==> config.mk <==
export PLATFORM = sky130hd
export DESIGN_NAME = serial_frame_tx
export DESIGN_NICKNAME = d
export VERILOG_FILES = /design/src/rtl/serial_pkg.sv /design/src/rtl/serial_bit_timer.sv /design/src/rtl/serial_frame_tx.sv
export SDC_FILE = /design/constraint.sdc
export NUM_CORES = 1
export LEC_CHECK = 0
export CORE_MARGIN = 2
export CORE_UTILIZATION = 40
export DETAILED_ROUTE_END_ITERATION = 8
export PLACE_DENSITY_LB_ADDON = 0.1
export SYNTH_ARGS = -nofsm -noshare
export SYNTH_HDL_FRONTEND = slang
export SYNTH_SLANG_ARGS = --single-unit
==> constraint.sdc <==
create_clock -name clk -period 1.5 [get_ports clk]
set_input_delay 0.225 -clock clk [delete_from_list [all_inputs] [get_ports clk]]
set_output_delay 0.225 -clock clk [all_outputs]
set_load 0.02 [all_outputs]
==> src/rtl/serial_pkg.sv <==
// Shared types and helpers for the framed serial transmitter.
package serial_pkg;

    typedef enum logic [2:0] {IDLE, START, DATA, PARITY, STOP} tx_state_e;

    localparam logic IDLE_LEVEL = 1'b1;

    // Cycles from the first start-bit cycle to the last stop-bit cycle inclusive.
    function automatic int frame_cycles(input int data_w, input int clks_per_bit, input int parity_en);
        return (2 + data_w + parity_en) * clks_per_bit;
    endfunction

endpackage

==> src/rtl/serial_bit_timer.sv <==
// Bit-period timer: pulses bit_end_o on the last cycle of every bit while enabled.
module serial_bit_timer #(
    parameter int CLKS_PER_BIT = 4
) (
    input  logic clk,
    input  logic reset,
    input  logic en,
    output logic bit_end_o
);

    localparam int CNT_W = (CLKS_PER_BIT > 1) ? $clog2(CLKS_PER_BIT) : 1;
    localparam logic [CNT_W-1:0] LAST_CNT = CNT_W'(CLKS_PER_BIT - 1);

    logic [CNT_W-1:0] cnt_q;

    // Held at zero while disabled so every frame starts on a fresh bit period.
    always_ff @(posedge clk) begin
        if (reset || !en) begin
            cnt_q <= '0;
        end else if (cnt_q == LAST_CNT) begin
            cnt_q <= '0;
        end else begin
            cnt_q <= cnt_q + CNT_W'(1);
        end
    end

    assign bit_end_o = en && (cnt_q == LAST_CNT);

endmodule

==> src/rtl/serial_frame_tx.sv <==
// Framed serial transmitter: start bit, LSB-first data, optional even parity, stop bit.
module serial_frame_tx
    import serial_pkg::*;
#(
    parameter int DATA_W       = 8,
    parameter int CLKS_PER_BIT = 4,
    parameter bit PARITY_EN    = 1'b0
) (
    input  logic              clk,
    input  logic              reset,
    input  logic [DATA_W-1:0] data_i,
    input  logic              valid_i,
    output logic              ready_o,
    output logic              tx_o,
    output logic              busy_o,
    output logic              frame_done_o
);

    localparam int IDX_W = $clog2(DATA_W + 1);
    localparam logic [IDX_W-1:0] LAST_IDX = IDX_W'(DATA_W - 1);

    tx_state_e         state_q;
    logic [DATA_W-1:0] shift_q;
    logic [DATA_W-1:0] shift_d;
    logic [IDX_W-1:0]  idx_q;
    logic              par_q;
    logic              tx_q;
    logic              ready_q;
    logic              busy_q;
    logic              bit_end;

    serial_bit_timer #(
        .CLKS_PER_BIT(CLKS_PER_BIT)
    ) u_timer (
        .clk      (clk),
        .reset    (reset),
        .en       (busy_q),
        .bit_end_o(bit_end)
    );

    assign shift_d = shift_q >> 1;

    // tx_q is loaded on the same edge as each state change, so the line always matches the state.
    always_ff @(posedge clk) begin
        if (reset) begin
            state_q <= IDLE;
            shift_q <= '0;
            idx_q   <= '0;
            par_q   <= 1'b0;
            tx_q    <= IDLE_LEVEL;
            ready_q <= 1'b1;
            busy_q  <= 1'b0;
        end else begin
            case (state_q)
                IDLE: begin
                    if (valid_i && ready_q) begin
                        state_q <= START;
                        shift_q <= data_i;
                        par_q   <= ^data_i;
                        idx_q   <= '0;
                        tx_q    <= 1'b0;
                        ready_q <= 1'b0;
                        busy_q  <= 1'b1;
                    end
                end
                START: begin
                    if (bit_end) begin
                        state_q <= DATA;
                        tx_q    <= shift_q[0];
                    end
                end
                DATA: begin
                    if (bit_end) begin
                        shift_q <= shift_d;
                        if (idx_q == LAST_IDX) begin
                            idx_q <= '0;
                            if (PARITY_EN) begin
                                state_q <= PARITY;
                                tx_q    <= par_q;
                            end else begin
                                state_q <= STOP;
                                tx_q    <= IDLE_LEVEL;
                            end
                        end else begin
                            idx_q <= idx_q + IDX_W'(1);
                            tx_q  <= shift_d[0];
                        end
                    end
                end
                PARITY: begin
                    if (bit_end) begin
                        state_q <= STOP;
                        tx_q    <= IDLE_LEVEL;
                    end
                end
                STOP: begin
                    if (bit_end) begin
                        state_q <= IDLE;
                        tx_q    <= IDLE_LEVEL;
                        ready_q <= 1'b1;
                        busy_q  <= 1'b0;
                    end
                end
                default: begin
                    state_q <= IDLE;
                    tx_q    <= IDLE_LEVEL;
                    ready_q <= 1'b1;
                    busy_q  <= 1'b0;
                end
            endcase
        end
    end

    assign tx_o         = tx_q;
    assign ready_o      = ready_q;
    assign busy_o       = busy_q;
    assign frame_done_o = (state_q == STOP) && bit_end;

endmodule

==> results of run 1 <==
layer usage:
layer / vias up / part of all wire [%] / routed length, µm / GRT usage [%]
li1: 532 / - / - / -
met1: 520 / 51 / 1450 / 26.9
met2: 21 / 46 / 1310 / 29.6
met3: 2 / 2.9 / 84 / 2.33
met4: 0 / 0.60 / 17 / 6.62
met5: - / 0 / 0 / 0
power breakdown:
group	switching [µW]	leakage, µW	internal [µW]
Combinational	161	0.000357	159
Clock	193	0.0000279	270
Sequential	40.8	0.000166	580
worst min path at each step:
stage / from / endpoint / cells after the start / slack (ps)
4_1_cts: u_timer.cnt_q[0] / u_timer.cnt_q[0] / 1 / 420
3_5_place_dp: u_timer.cnt_q[0] / u_timer.cnt_q[0] / 1 / 420
2_1_floorplan: u_timer.cnt_q[0] / u_timer.cnt_q[0] / 1 / 410
3_3_place_gp: u_timer.cnt_q[0] / u_timer.cnt_q[0] / 1 / 420
5_1_grt: u_timer.cnt_q[0] / u_timer.cnt_q[0] / 1 / 460
6_report: u_timer.cnt_q[0] / u_timer.cnt_q[0] / 1 / 440
through the flow:
stage,setup slack (ps),std cells,hold WS (ps),utilization (%)
floorplan,22.2,127,407,-
global placement,-163,175,416,53.4
detailed placement,-169,175,423,53.4
CTS,-120,179,416,55.2
global route,-93.0,179,462,57.6
finish,-26.4,179,444,57.6
final cells by class:
cell class / count / share of cell area (%)
Clock inverter: 1 / 2.09
Tap cell: 30 / 2.61
Multi-Input combinational cell: 93 / 45.6
Clock buffer: 3 / 1.56
Sequential cell: 20 / 28.5
Inverter: 2 / 0.521
Timing Repair Buffer: 30 / 19.1
cell usage in the layout, fill, tap and decap left out, drive strengths merged, types with 2 or more instances in the layout:
cell | Yosys | final
a31oi | 9 | 9
or4b | 3 | 3
nor4 | 7 | 7
nor3b | 2 | 2
nor2 | 5 | 5
nor3 | 17 | 17
or3b | 2 | 2
nand3 | 7 | 7
nor4b | 2 | 2
nand2 | 2 | 2
inv | 2 | 2
dfxtp | 20 | 20
o21ai | 3 | 3
dlygate4sd2 | 0 | 2
buf | 7 | 17
a311oi | 2 | 2
a21o | 3 | 3
a21oi | 7 | 7
clkbuf | 5 | 3
ha | 2 | 2
clkdlybuf4s50 | 0 | 10
o21bai | 3 | 3
kinds of logic (layout without fill, tap and decap cells):
family	after synthesis	after routing	synth area share, %
simple gates	55	55	31.4
compound gates	36	36	23.1
flops	20	20	37.3
buf+inv	14	36	5.94
fa+ha+maj	2	2	2.33
worst max-delay path, cell delays in order, from the launching register on:
cell and delay [ps]:
dfxtp_2 360, ha_4 150, nand2_4 60, nor4b_4 240, buf_4 180
repair_timing:
action	CTS	global route
setup endpoints to repair	6	13
gates resized for setup	10	16
hold endpoints to repair	0	0
pin swaps	0	6
flip-flops by register name, summed over array words and instances, names as in the netlist:
name and count:
state_q 3, u_timer.cnt_q 2, shift_q 8, ready_o 1, tx_o 1, idx_q 4
busy_o 1
==> reports/metrics.cfg, run 1 <==
[yosys]
synthTopCellsByArea=dfxtp_1 (37%), nor3_1 (7.9%), a31oi_1 (5.2%), nor4_1 (4.1%), a21oi_1 (3.3%)
yosys_register_bits=20
ys.warnings.count=0
yosysUniqueCellTypes=40
synth_area_leader_cell=dfxtp_1
syn_area_mm2=0.00107
yosysMostFrequentCell=dfxtp_1
synthFlopType=dfxtp_1
synth_top_area_share_pct=37.3
avgSynthCellArea_um2=8.45
synth_nets=140
ys_top_cells_by_count=dfxtp_1 (20), nor3_1 (17), a31oi_1 (9)
synth_edf_count=0
synthCells=127
async_flop_share_pct=0
seq_area_frac_synth_pct=37.3

[timing]
rsz0062_at_grt=true
min_period_over_period_pct=102
fmax_mhz=655
clock_skew_ps=10.7
finalSetupViolations=2
finalCriticalPeriod_ps=1530
slew_viol_final=0
hold_viol=0
slew_headroom_pct=77.5
tns_ps=-47.6
tightest_slew_ps=338
timing.final.ws_setup_ps=-26.4

[setup_path]
worstRegToRegCells=5
crit_end=frame_done_o
r2r-end=tx_o
startpoint=u_timer.cnt_q[1]
crit_fanout=2
critPathLaunchType=flip-flop
end_kind=output pin
worstPathArrival_ps=1300
critPathRequiredTime_ps=1270
r2r-start=u_timer.cnt_q[0]
path_class=flip-flop to output pin
rrSetupSlack_ps=-20

[finish]
regArea_um2=410
drive_above_1_share_pct=25.5
syn_to_final_growth_pct=34.1
diodes=0
fin_area_mm2=0.00144
fillCellCount=232
multi_input_area_um2=657
final_net_count=163

[status]
violations=setup timing
status=finished, violations left

[pwr]
power.density_mw_per_mm2=975
power.total_uw=1400
leakage_uw=0.000551
peakVddDrop_mv=0.578

[global_route]
grt_start_max_net_pins=22
grt_pass1_wl_um=4830
grt-ovfl-total=0
gr-usage-all-layers_pct=19.0
grt_pass1_vias=1064
grt_antenna_before_repair=0

[drt]
dr.pass1.iters=4
drt-initial-drc-count=23
wirelength_um=2850
postRouteAntennaNets=0
avgRoutedWirePerCell_um=15.9
route.detailed.drc=0
vias=1075
routed_via_density=6.01

[job]
cap_violations=0

[clock_network]
root_buffer=clkbuf_4
clockBufferDepth=2
clkSlewWorstSetupHoldPaths_ps=120
clkLatencyLatePin_ps=320
numCtsBuffers=3
cts_tree=done
cts_hold_buf=0
htreeDepth=1
cts_setup_buffers=0
clock_sinks=20

[floorplanning]
row_count=18
die_x_um=55.8
dieArea_mm2=0.00311
core_mm2=0.00250
die_h_um=55.8
start_util_pct=42.9
pin_count=15

[placement]
place_congestion=0.856
dp_hpwl_um=1880
port_buffers=14
dpl_cell_area_mm2=0.00133

[worst_hold_path]
hp-class=flip-flop to flip-flop

No activity file was read; power rests on OpenSTA's default activity.
==> run 2: changes to the inputs <==
--- a/config.mk
+++ b/config.mk
@@ -6,7 +6,7 @@
 export NUM_CORES = 1
 export LEC_CHECK = 0
 export CORE_MARGIN = 2
-export CORE_UTILIZATION = 40
+export CORE_UTILIZATION = 33
 export DETAILED_ROUTE_END_ITERATION = 8
 export PLACE_DENSITY_LB_ADDON = 0.1
 export SYNTH_ARGS = -nofsm -noshare
==> run 2 against run 1 <==
The flow now finishes without violations; count of clock-buffer cells in the layout did not move; maximum frequency rose by 2.4%; final area fell by 0.52%; hold slack improved by 6.9 ps; register-to-register slack improved by 30 ps; utilization fell by 11 points; sequential share of layout area fell by 0.29 points; final cell count rose by 8.4%; clock skew fell by 1.5 ps; critical path depth rose by 1; wire length fell by 2.8%; largest cell class unchanged.
==> reports/metrics.cfg, run 2 (synthesis results as in run 1) <==
[status]
status=finished, final reports clean

[drt]
wirelength_um=2770  ; -2.8%
postRouteAntennaNets=0  ; unchanged
routed_via_density=5.44  ; -9.4%
route.detailed.drc=0  ; unchanged
vias=1055  ; -1.9%
drt-initial-drc-count=63  ; +170%
dr.pass1.iters=5  ; +1
avgRoutedWirePerCell_um=14.3  ; -10%

[finish]
largest_reg_flops=8  ; unchanged
final_net_count=164  ; +0.61%
syn_to_final_growth_pct=33.4
most-common-layout-cells=nor3_1 (17), dfxtp_1 (17), buf_4 (16)
top_register=shift_q
fin_area_mm2=0.00143  ; -0.52%
final_core_util_pct=46.5  ; -11 points
drive_above_1_share_pct=24.7  ; -0.84 points
diodes=0  ; unchanged
reg_top3=shift_q: 8 flops, idx_q: 4 flops, state_q: 3 flops

[placement]
port_buffers=14  ; unchanged
dpl_cell_area_mm2=0.00132  ; -0.75%
place_congestion=0.790  ; -7.7%
dp_hpwl_um=1880  ; +0.41%
place_ws_ps=-205  ; -36.4 ps

[timing]
fmax_mhz=671  ; +2.4%
whs_ps=451  ; +6.90 ps
finalCriticalPeriod_ps=1490  ; -35.4 ps
tightest_slew_ps=334  ; -4.28 ps
hold_viol=0  ; unchanged
slew_headroom_pct=77.7  ; +0.29 points
timing.final.ws_setup_ps=9.04  ; +35.4 ps
finalSetupViolations=0  ; -2
rsz0062_at_grt=true
slew_viol_final=0  ; unchanged
min_period_over_period_pct=99.4  ; -2.4 points
tns_ps=0  ; +47.6 ps
clock_skew_ps=9.20  ; -1.46 ps

[clock_network]
cts_hold_buf=0  ; unchanged
htreeDepth=1  ; unchanged
clock_sinks=20  ; unchanged
numCtsBuffers=3  ; unchanged
root_buffer=clkbuf_4
cts_tree=done
clkLatencyLatePin_ps=320  ; about the same
clkSlewWorstSetupHoldPaths_ps=120  ; about the same
clockBufferDepth=2  ; unchanged

[setup_path]
critPathLaunchType=flip-flop
slowest_stage=dfxtp_2
critPathMaxStageDelay_ps=360  ; about the same
crit_fanout=7  ; +5
end_kind=flip-flop
path_cells=ha_4 -> buf_6 -> a211o_1 -> a21o_1 -> a221o_1
crit_family=compound AO/OA/AOI/OAI gates
path_class=flip-flop to flip-flop
critPathRequiredTime_ps=1710  ; +440 ps
cp.buffers_inverters=1  ; unchanged
worstPathArrival_ps=1700  ; +400 ps

[global_route]
grt-ovfl-total=0  ; unchanged
grt_pass1_wl_um=4670  ; -3.3%
grt_pass1_vias=1020  ; -4.1%
grt_antenna_before_repair=0  ; unchanged
gr-usage-all-layers_pct=17.0  ; -2.0 points
grt_start_max_net_pins=22  ; unchanged

[floorplanning]
start_util_pct=34.9  ; -8.1 points
row_count=20  ; +2
die_x_um=61.0  ; +9.4%
core_mm2=0.00308  ; +23%
die_h_um=61.0  ; +9.4%
pin_count=15  ; unchanged
dieArea_mm2=0.00373  ; +20%

[pwr]
power.density_mw_per_mm2=967  ; -0.83%
leakage_uw=0.000542  ; -1.7%
peakVddDrop_mv=0.623  ; +7.9%

[worst_hold_path]
hp-class=flip-flop to flip-flop

[job]
cap_violations=0  ; unchanged

## run 2: where the power goes
part / internal [µW] / switching [µW]
registers: 582 / 34.8
clock network: 270 / 190
logic: 151 / 158
## run 2: layout make-up
type | count | area (µm²)
clock buffers | 3 | 22.5
repair buffers | 31 | 269
inverters | 2 | 7.51
clock inverters | 1 | 30.0
multi-input cells | 93 | 644
well taps | 44 | 55.1
flip-flops and latches | 20 | 404
fillers | 322 | 1650
## run 2: routing by layer
metal  up-vias  routed length, µm  global-route usage [%]  part of all wire, %
met5         -                  0                       0                    0
met2        22               1260                    25.5                   45
li1        540                  -                       -                    -
met4         0                 26                    5.59                 0.94
met3         4                109                    4.41                  3.9
met1       489               1380                    23.7                   50
## run 2: worst paths after layout
check	start	endpoint	slack [ps]	depth (start not counted)
setup / recovery	u_timer.cnt_q[0]	tx_o	9	5
hold / removal	u_timer.cnt_q[0]	u_timer.cnt_q[0]	450	1
setup reg to reg	u_timer.cnt_q[0]	tx_o	9	5
hold reg to reg	u_timer.cnt_q[0]	u_timer.cnt_q[0]	450	1
## run 2: what timing repair did
item | in CTS | in global routing
endpoints found under the hold margin | 0 | 0
resized for setup | 14 | 7
endpoints found under the setup margin | 5 | 8
buffers inserted | 2 | 1
pin swaps | 1 | 4
## run 2: per-stage QoR
stage / power, µW / std cells
6_report: 1390 / 194
5_1_grt: 1460 / 194
4_1_cts: 1390 / 193
3_5_place_dp: 932 / 187
3_3_place_gp: 930 / 187
2_1_floorplan: 811 / 127
